==> src/rtl/chunked_wide_adder_pkg.sv <==
// rtl/chunked_wide_adder_pkg.sv - shared state encoding and sizing for the chunked wide adder
package chunked_wide_adder_pkg;

  typedef enum logic [1:0] {
    IDLE = 2'd0,
    RUN  = 2'd1,
    DONE = 2'd2
  } state_t;

  localparam int CWA_CHUNK  = 4;
  localparam int CWA_CHUNKS = 4;
  localparam int CWA_N      = CWA_CHUNK * CWA_CHUNKS;

  // Slice index width; never narrower than one bit.
  function automatic int idx_width(input int chunks);
    return (chunks > 1) ? $clog2(chunks) : 1;
  endfunction

  localparam int CWA_IDX_W = idx_width(CWA_CHUNKS);

endpackage

==> src/rtl/chunked_wide_adder_cla.sv <==
// rtl/chunked_wide_adder_cla.sv - WIDTH-bit carry-lookahead adder slice
module chunked_wide_adder_cla #(
  parameter int WIDTH = 4
) (
  input  logic [WIDTH-1:0] a,
  input  logic [WIDTH-1:0] b,
  input  logic             cin,
  output logic [WIDTH-1:0] s,
  output logic             cout
);

  logic [WIDTH-1:0] w_g;
  logic [WIDTH-1:0] w_p;
  logic [WIDTH:0]   w_c;
  logic             w_term;
  logic             w_prod;

  assign w_g = a & b;
  assign w_p = a ^ b;

  // Each carry is the flat sum of products g[j]&p[i..j+1] plus cin&p[i..0].
  always_comb begin
    w_term = 1'b0;
    w_prod = 1'b1;
    w_c    = '0;
    w_c[0] = cin;
    for (int i = 0; i < WIDTH; i++) begin
      w_term = 1'b0;
      w_prod = 1'b1;
      for (int j = i; j >= 0; j--) begin
        w_term = w_term | (w_prod & w_g[j]);
        w_prod = w_prod & w_p[j];
      end
      w_c[i+1] = w_term | (w_prod & cin);
    end
  end

  assign s    = w_p ^ w_c[WIDTH-1:0];
  assign cout = w_c[WIDTH];

endmodule

==> src/rtl/chunked_wide_adder.sv <==
// rtl/chunked_wide_adder.sv - multi-cycle wide add/sub sequencing one lookahead slice per cycle
module chunked_wide_adder
  import chunked_wide_adder_pkg::*;
#(
  parameter  int CHUNK  = CWA_CHUNK,
  parameter  int CHUNKS = CWA_CHUNKS,
  localparam int N      = CHUNK * CHUNKS
) (
  input  logic         clk,
  input  logic         rst_n,
  input  logic         in_valid,
  output logic         in_ready,
  input  logic [N-1:0] a,
  input  logic [N-1:0] b,
  input  logic         cin,
  input  logic         sub,
  output logic         out_valid,
  input  logic         out_ready,
  output logic [N-1:0] s,
  output logic         cout,
  output logic         ovf
);

  localparam int IDX_W = idx_width(CHUNKS);

  state_t             r_state;
  logic [N-1:0]       r_opa;
  logic [N-1:0]       r_opb;
  logic [N-CHUNK-1:0] r_psum;
  logic [IDX_W-1:0]   r_idx;
  logic               r_carry;
  logic               r_sign_a;
  logic               r_sign_b;
  logic               r_out_valid;
  logic [N-1:0]       r_s;
  logic               r_cout;
  logic               r_ovf;

  logic [CHUNK-1:0]   w_sum;
  logic               w_cout;
  logic [N-1:0]       w_psum_next;

  chunked_wide_adder_cla #(.WIDTH(CHUNK)) adder (
    .a    (r_opa[CHUNK-1:0]),
    .b    (r_opb[CHUNK-1:0]),
    .cin  (r_carry),
    .s    (w_sum),
    .cout (w_cout)
  );

  // Slice sums enter at the top so the LSB slice ends up at bit 0.
  assign w_psum_next = {w_sum, r_psum};

  always_ff @(posedge clk) begin
    if (!rst_n) begin
      r_state     <= IDLE;
      r_opa       <= '0;
      r_opb       <= '0;
      r_psum      <= '0;
      r_idx       <= '0;
      r_carry     <= 1'b0;
      r_sign_a    <= 1'b0;
      r_sign_b    <= 1'b0;
      r_out_valid <= 1'b0;
      r_s         <= '0;
      r_cout      <= 1'b0;
      r_ovf       <= 1'b0;
    end else begin
      case (r_state)
        IDLE: begin
          if (in_valid) begin
            r_opa    <= a;
            r_opb    <= sub ? ~b : b;
            r_carry  <= sub ? 1'b1 : cin;
            r_idx    <= '0;
            r_sign_a <= a[N-1];
            r_sign_b <= sub ? ~b[N-1] : b[N-1];
            r_state  <= RUN;
          end
        end
        RUN: begin
          r_opa   <= r_opa >> CHUNK;
          r_opb   <= r_opb >> CHUNK;
          r_psum  <= w_psum_next[N-1:CHUNK];
          r_carry <= w_cout;
          r_idx   <= r_idx + IDX_W'(1);
          if (r_idx == IDX_W'(CHUNKS - 1)) begin
            r_state     <= DONE;
            r_s         <= w_psum_next;
            r_cout      <= w_cout;
            r_ovf       <= (r_sign_a == r_sign_b) && (w_sum[CHUNK-1] != r_sign_a);
            r_out_valid <= 1'b1;
          end
        end
        DONE: begin
          if (out_ready) begin
            r_out_valid <= 1'b0;
            r_state     <= IDLE;
          end
        end
        default: r_state <= IDLE;
      endcase
    end
  end

  assign in_ready  = (r_state == IDLE);
  assign out_valid = r_out_valid;
  assign s         = r_s;
  assign cout      = r_cout;
  assign ovf       = r_ovf;

endmodule
==> config.mk <==
export PLATFORM = sky130hd
export DESIGN_NAME = chunked_wide_adder
export DESIGN_NICKNAME = d
export VERILOG_FILES = /design/src/rtl/chunked_wide_adder_pkg.sv /design/src/rtl/chunked_wide_adder_cla.sv /design/src/rtl/chunked_wide_adder.sv
export SDC_FILE = /design/constraint.sdc
export NUM_CORES = 1
export LEC_CHECK = 0
export CAP_MARGIN = 15
export CORE_MARGIN = 2
export CORE_UTILIZATION = 30
export CTS_CLUSTER_DIAMETER = 150
export DETAILED_ROUTE_END_ITERATION = 7
export PLACE_DENSITY_LB_ADDON = 0.08
export SYNTH_ARGS = -nofsm -noshare
export SYNTH_HDL_FRONTEND = slang
export SYNTH_SLANG_ARGS = --single-unit
==> constraint.sdc <==
create_clock -name clk -period 1.8 [get_ports clk]
set_clock_uncertainty 0.1 [all_clocks]
set_input_delay 0.18 -clock clk [delete_from_list [all_inputs] [get_ports clk]]
set_output_delay 0.18 -clock clk [all_outputs]
set_load 0.005 [all_outputs]
* After elaboration in Yosys (flattened, before gate mapping)
Index checks and enable logic that the tools add are counted.
** Operators by class
- $add $sub $neg :: 1
- Equal/unequal tests :: 8
- Mux-type cells :: 18
- Bitwise gates (word level) :: 31
- Reductions and logical operators :: 9
** Operators by type and width (number)
- 16-bit case mux with 2 select lines :: 2
- 16-bit two-way mux :: 3
- 1-bit AND :: 16
- 16-bit inverter :: 1
- 1-bit OR :: 10
- 2-bit two-way mux :: 4
- 4-bit XOR :: 2
- 2-bit != test, second input constant :: 3
- 2-bit case mux with 3 select lines :: 1
- 2-bit AND reduction :: 3
- 3-bit AND reduction :: 2
- 1-bit two-way mux :: 5
- 4-bit AND :: 1
- 2-bit == test, second input constant :: 2
- 1-bit case mux with 2 select lines :: 2
- 2-bit case mux with 2 select lines :: 1
- 2-bit nonzero test :: 2
- 2-bit by 1-bit adder with 2-bit output, second input constant :: 1
- 2-bit by 1-bit == test with 1-bit output, second input constant :: 1
- 2-bit zero test :: 1
- 1-bit == test :: 1
- 1-bit logical AND :: 1
- 1-bit != test :: 1
- 1-bit inverter :: 1
** Word-level totals
- Flip-flop bits (word level) :: 70
- Input bits :: 38
- Output and inout port bits :: 20
- Logic and storage cells :: 79

* Depth between registers and ports, before layout
- Depth after elaboration :: 8
- Mapped depth :: 6
- Gate-level depth less buffers :: 5

* Hierarchy
From an unflattened synthesis, not the netlist that was laid out.
** Unflattened totals
- Cell total of the unflattened synthesis :: 333
- Area, all modules :: 3161.8 um^2
** Modules (own cells, without submodules)
- chunked_wide_adder :: instances 1, cells each 316, area each 3014.1 um^2, sequential area each 1401.3 um^2
- chunked_wide_adder_cla :: instances 1, cells each 17, area each 147.6 um^2, sequential area each 0.0 um^2

* Worst setup path before layout
OpenSTA, ideal clock, no wires.
- Kind :: register -> register
- From :: reg r_opb[0]
- To :: reg r_ovf (netlist: ovf)
- Library setup time :: 0.074 ns
- Arrival :: 1.447 ns
- Data required time :: 1.626 ns
- Slack :: 0.179 ns
- Stages on the path, launching flop included :: 6
- Path buffers :: 0
- Cell sequence :: dfxtp_1 ha_1 a211oi_1 o21ai_0 a31o_2 a31oi_1
** Between the ends
- Longest elaborated chain between the ends :: 7
** Ends and longest elaborated chain
- start, declared :: RTL line chunked_wide_adder.sv:28 : logic [N-1:0] r_opb;
- start signal, assigned :: RTL line chunked_wide_adder.sv:73 : r_opb <= sub ? ~b : b;
- start signal, assigned :: RTL line chunked_wide_adder.sv:83 : r_opb <= r_opb >> CHUNK;
- 4-bit AND / 4-bit XOR (equally long branches) :: RTL line chunked_wide_adder_cla.sv:18, chunked_wide_adder_cla.sv:19
- 1-bit AND, on equally long branches :: RTL line chunked_wide_adder_cla.sv:31, chunked_wide_adder_cla.sv:32
- 1-bit OR / 1-bit AND (equally long branches) :: RTL line chunked_wide_adder_cla.sv:31, chunked_wide_adder_cla.sv:34
- 1-bit OR (*) :: RTL line chunked_wide_adder_cla.sv:34 : w_c[i+1] = w_term | (w_prod & cin);
- 4-bit XOR (*) :: RTL line chunked_wide_adder_cla.sv:38 : assign s = w_p ^ w_c[WIDTH-1:0];
- 1-bit != test (*) :: RTL line chunked_wide_adder.sv:91 : r_ovf <= (r_sign_a == r_sign_b) && (w_sum[CHUNK-1] != r_sign_a);
- 1-bit logical AND (*) :: RTL line chunked_wide_adder.sv:91
- end signal, assigned :: RTL line chunked_wide_adder.sv:91
- end, declared :: RTL line chunked_wide_adder.sv:37 : logic r_ovf;
Every way passes the cells marked *; elsewhere a longest branch is shown, timed or not.
A chain may end at the register's enable or synchronous reset.

* Worst setup path in the final report
Ends and elaborated chain as after synthesis.

==> results_dict.tcl <==
set metrics [dict create \
    viasPerCell 4.634 \
    met2_usage_pct 25.12 \
    fill_cells 1067 \
    instances_no_fill 560 \
    drt_iter0_drc 60 \
    yosysSeqAreaShare_pct 46.90 \
    start_util_pct 30.71 \
    syn-num-nets 407 \
    worstHoldPathCells 3 \
    cts_tree "built" \
    crit_buf_inv 0 \
    gr-total-overflow 0 \
    clk_pin_slew_ns 0.07 \
    hold_end "r_opa[14]" \
    port-buffer-count 57 \
    yosys_most_used_dff "dfxtp_1" \
    rsz0062_at_grt "false" \
    r2r-start "r_opb[0]" \
    grt_use_met1_pct 16.00 \
    status "finished clean" \
    num_rows 36 \
    final_cell_area_um2 3974 \
    p_total_mw 3.465 \
    cts_htree_levels 3 \
    syn2layout_area_growth_pct 33.00 \
    crit_fanout 4 \
    ctsHoldBuffers 0 \
    cap_violations 0 \
    cp-startpoint "r_opb[0]" \
    wl_per_cell_um 12.49 \
    ys_warn_count 0 \
    rrSetupSlack_ns 0.15 \
    yosys.cell_types.count 37 \
    worst_pin_slew_ns 0.3021 \
    post-route-min-period_ns 1.645 \
    place.gp.congestion 0.7400 \
    setup_viol 0 \
    coreArea_um2 9729 \
    slowest_stage "dfxtp_1" \
    layout.nets 466 \
    period_share_pct 91.39 \
    dpl-instance-area_um2 3766 \
    timing.setup.tns_ns 0 \
    cpLargestDelayFamily "compound AO/OA/AOI/OAI gates" \
    reg2reg_depth 5 \
    synth-seq-cells 70 \
    slew-limit-headroom_pct 79.34 \
    hold_path.class "input port to flop" \
    power.density_nw_per_um2 871.9 \
    async_flop_share_pct 0 \
    mostFrequentLayoutCells "nand2_1, dfxtp_1, clkdlybuf4s50_1, a21oi_1, nor2_1" \
    die_area_um2 10770 \
    ir_worst_vdd_uv 422.8 \
    clock-root-buffer "clkbuf_8" \
    grt_pass1_vias 2556 \
    dp.cells 544 \
    num_vias 2595 \
    path_class "flop to flop" \
    dr.pass1.iters 5 \
    top_usage_layer "met2" \
    worstSetupEndpointType "flop" \
    start_kind "flop" \
    antenna_found_initial 0 \
    postLayoutCoreUtil_pct 40.84 \
    die_h_um 103.8 \
    path_cells "ha_1, a211oi_2, o21ai_1, a31o_2, a31oi_1" \
    worstPathRequired_ns 1.97 \
    grt_usage_pct 13.90 \
    grt_util_met3_pct 4.216 \
    synth.cell_area_um2 2988 \
    yosys.area.top_type_share_pct 46.90 \
    yosys.area.top_type "dfxtp_1" \
    slew_violations 0 \
    leakagePower_nw 1.446 \
    ant_nets 0 \
    route.detailed.drc 0 \
    critPathMaxStageDelay_ns 0.33 \
    die_w_um 103.8 \
    drive_gt1_share_pct 9.836 \
    grt_max_degree 43 \
    reg2reg_to "ovf" \
    post_synth.cell_area_avg_um2 8.231 \
    multi_input_area_um2 1440 \
    hpwlAfterDp_um 4869 \
    clock_latency_ns 0.34 \
    grt_pass1_wl_um 12080 \
    antenna_cells 0 \
    synthCells 363 \
    fmaxAchievable_mhz 607.9 \
    clkSinkCount 70 \
    io_pins 58 \
    wirelength_um 6996 \
    clock_path_buffers 2 \
    seqCellArea_um2 1401 \
    numCtsBuffers 9 \
    mostFrequentLayoutCell "nand2_1" \
    synth_edf_count 0 \
    worst_hold_startpoint "a[14]" \
    hold_viol_final 0 \
    crit_arrival_ns 1.82 \
    synth_area_leaders "dfxtp_1, nand2_1, a21oi_1" \
]
## synthesized netlist by cell type (2+ instances only)
cell type / count
a22oi_1: 12
nor2_1: 23
a311oi_1: 12
xnor2_1: 2
buf_2: 13
a21oi_1: 54
ha_1: 5
a21o_1: 2
dfxtp_1: 70
o21a_1: 2
o21ai_0: 3
or3_1: 2
buf_6: 2
nand4_1: 4
nand2_1: 100
buf_4: 2
a211oi_1: 3
nand3_1: 7
o21ai_1: 2
inv_1: 4
xor2_1: 15
clkbuf_1: 9
## registers in the layout, summed over array words and instances, names as in the netlist
register   cells
r_state        2
r_sign_a       1
r_opb         16
cout           1
r_carry        1
r_idx          2
s             16
ovf            1
r_sign_b       1
r_opa         16
out_valid      1
r_psum        12
## through the flow
step	hold WS [ns]	worst slack, ns
floorplan	0.1975	0.1787
global placement	0.3428	0.06984
detailed placement	0.3470	0.02267
CTS	0.2690	0.03323
global route	0.2772	0.05512
finish	0.2781	0.1549
## report_power, final
group          total (mW)  internal (mW)  switching (mW)
clock network        1.28          0.709           0.567
registers            1.68           1.63          0.0509
logic               0.507          0.245           0.262
total                3.46           2.59           0.879
## kinds of logic after synthesis
family | Yosys count | share of synthesized area [%]
flops | 70 | 46.90
fa+ha+maj | 6 | 2.764
buf+inv | 30 | 5.066
xor+xnor | 17 | 4.983
simple gates | 145 | 20.60
compound gates | 95 | 19.68
## metal layers
| layer | up-vias | share of wire [%] |
|---|---|---|
| met2 | 49 | 50 |
| met4 | 0 | 0.76 |
| met1 | 1188 | 46 |
| met3 | 7 | 4.0 |
| li1 | 1351 | - |
| met5 | - | 0 |
## cell type report
cell class	instances	share of cell area [%]
Multi-Input combinational cell	263	36.24
Sequential cell	70	35.26
Timing Repair Buffer	74	18.89
Tap cell	133	4.188
Clock buffer	12	3.904
Clock inverter	4	1.134
Inverter	4	0.3778
## worst max-delay path by stage
| stage | to | slack, ns | cells after the start |
|---|---|---|---|
| 2_1_floorplan | ovf | 0.18 | 5 |
| 3_3_place_gp | ovf | 0.07 | 5 |
| 3_5_place_dp | ovf | 0.02 | 5 |
| 4_1_cts | ovf | 0.03 | 5 |
| 5_1_grt | ovf | 0.06 | 5 |
| 6_report | ovf | 0.15 | 5 |
## worst register-to-register path: stages (launching register included)
cell	delay (ns)
dfxtp_1	0.33
ha_1	0.33
a211oi_2	0.26
o21ai_1	0.16
a31o_2	0.27
a31oi_1	0.14
## timing repair
| action | 4_1_cts | 5_1_grt |
|---|---|---|
| gates resized for setup | 0 | 3 |
| buffers inserted | 0 | 0 |
| setup endpoints to repair | 0 | 2 |
Note: power is estimated with default switching activity, not from simulation.
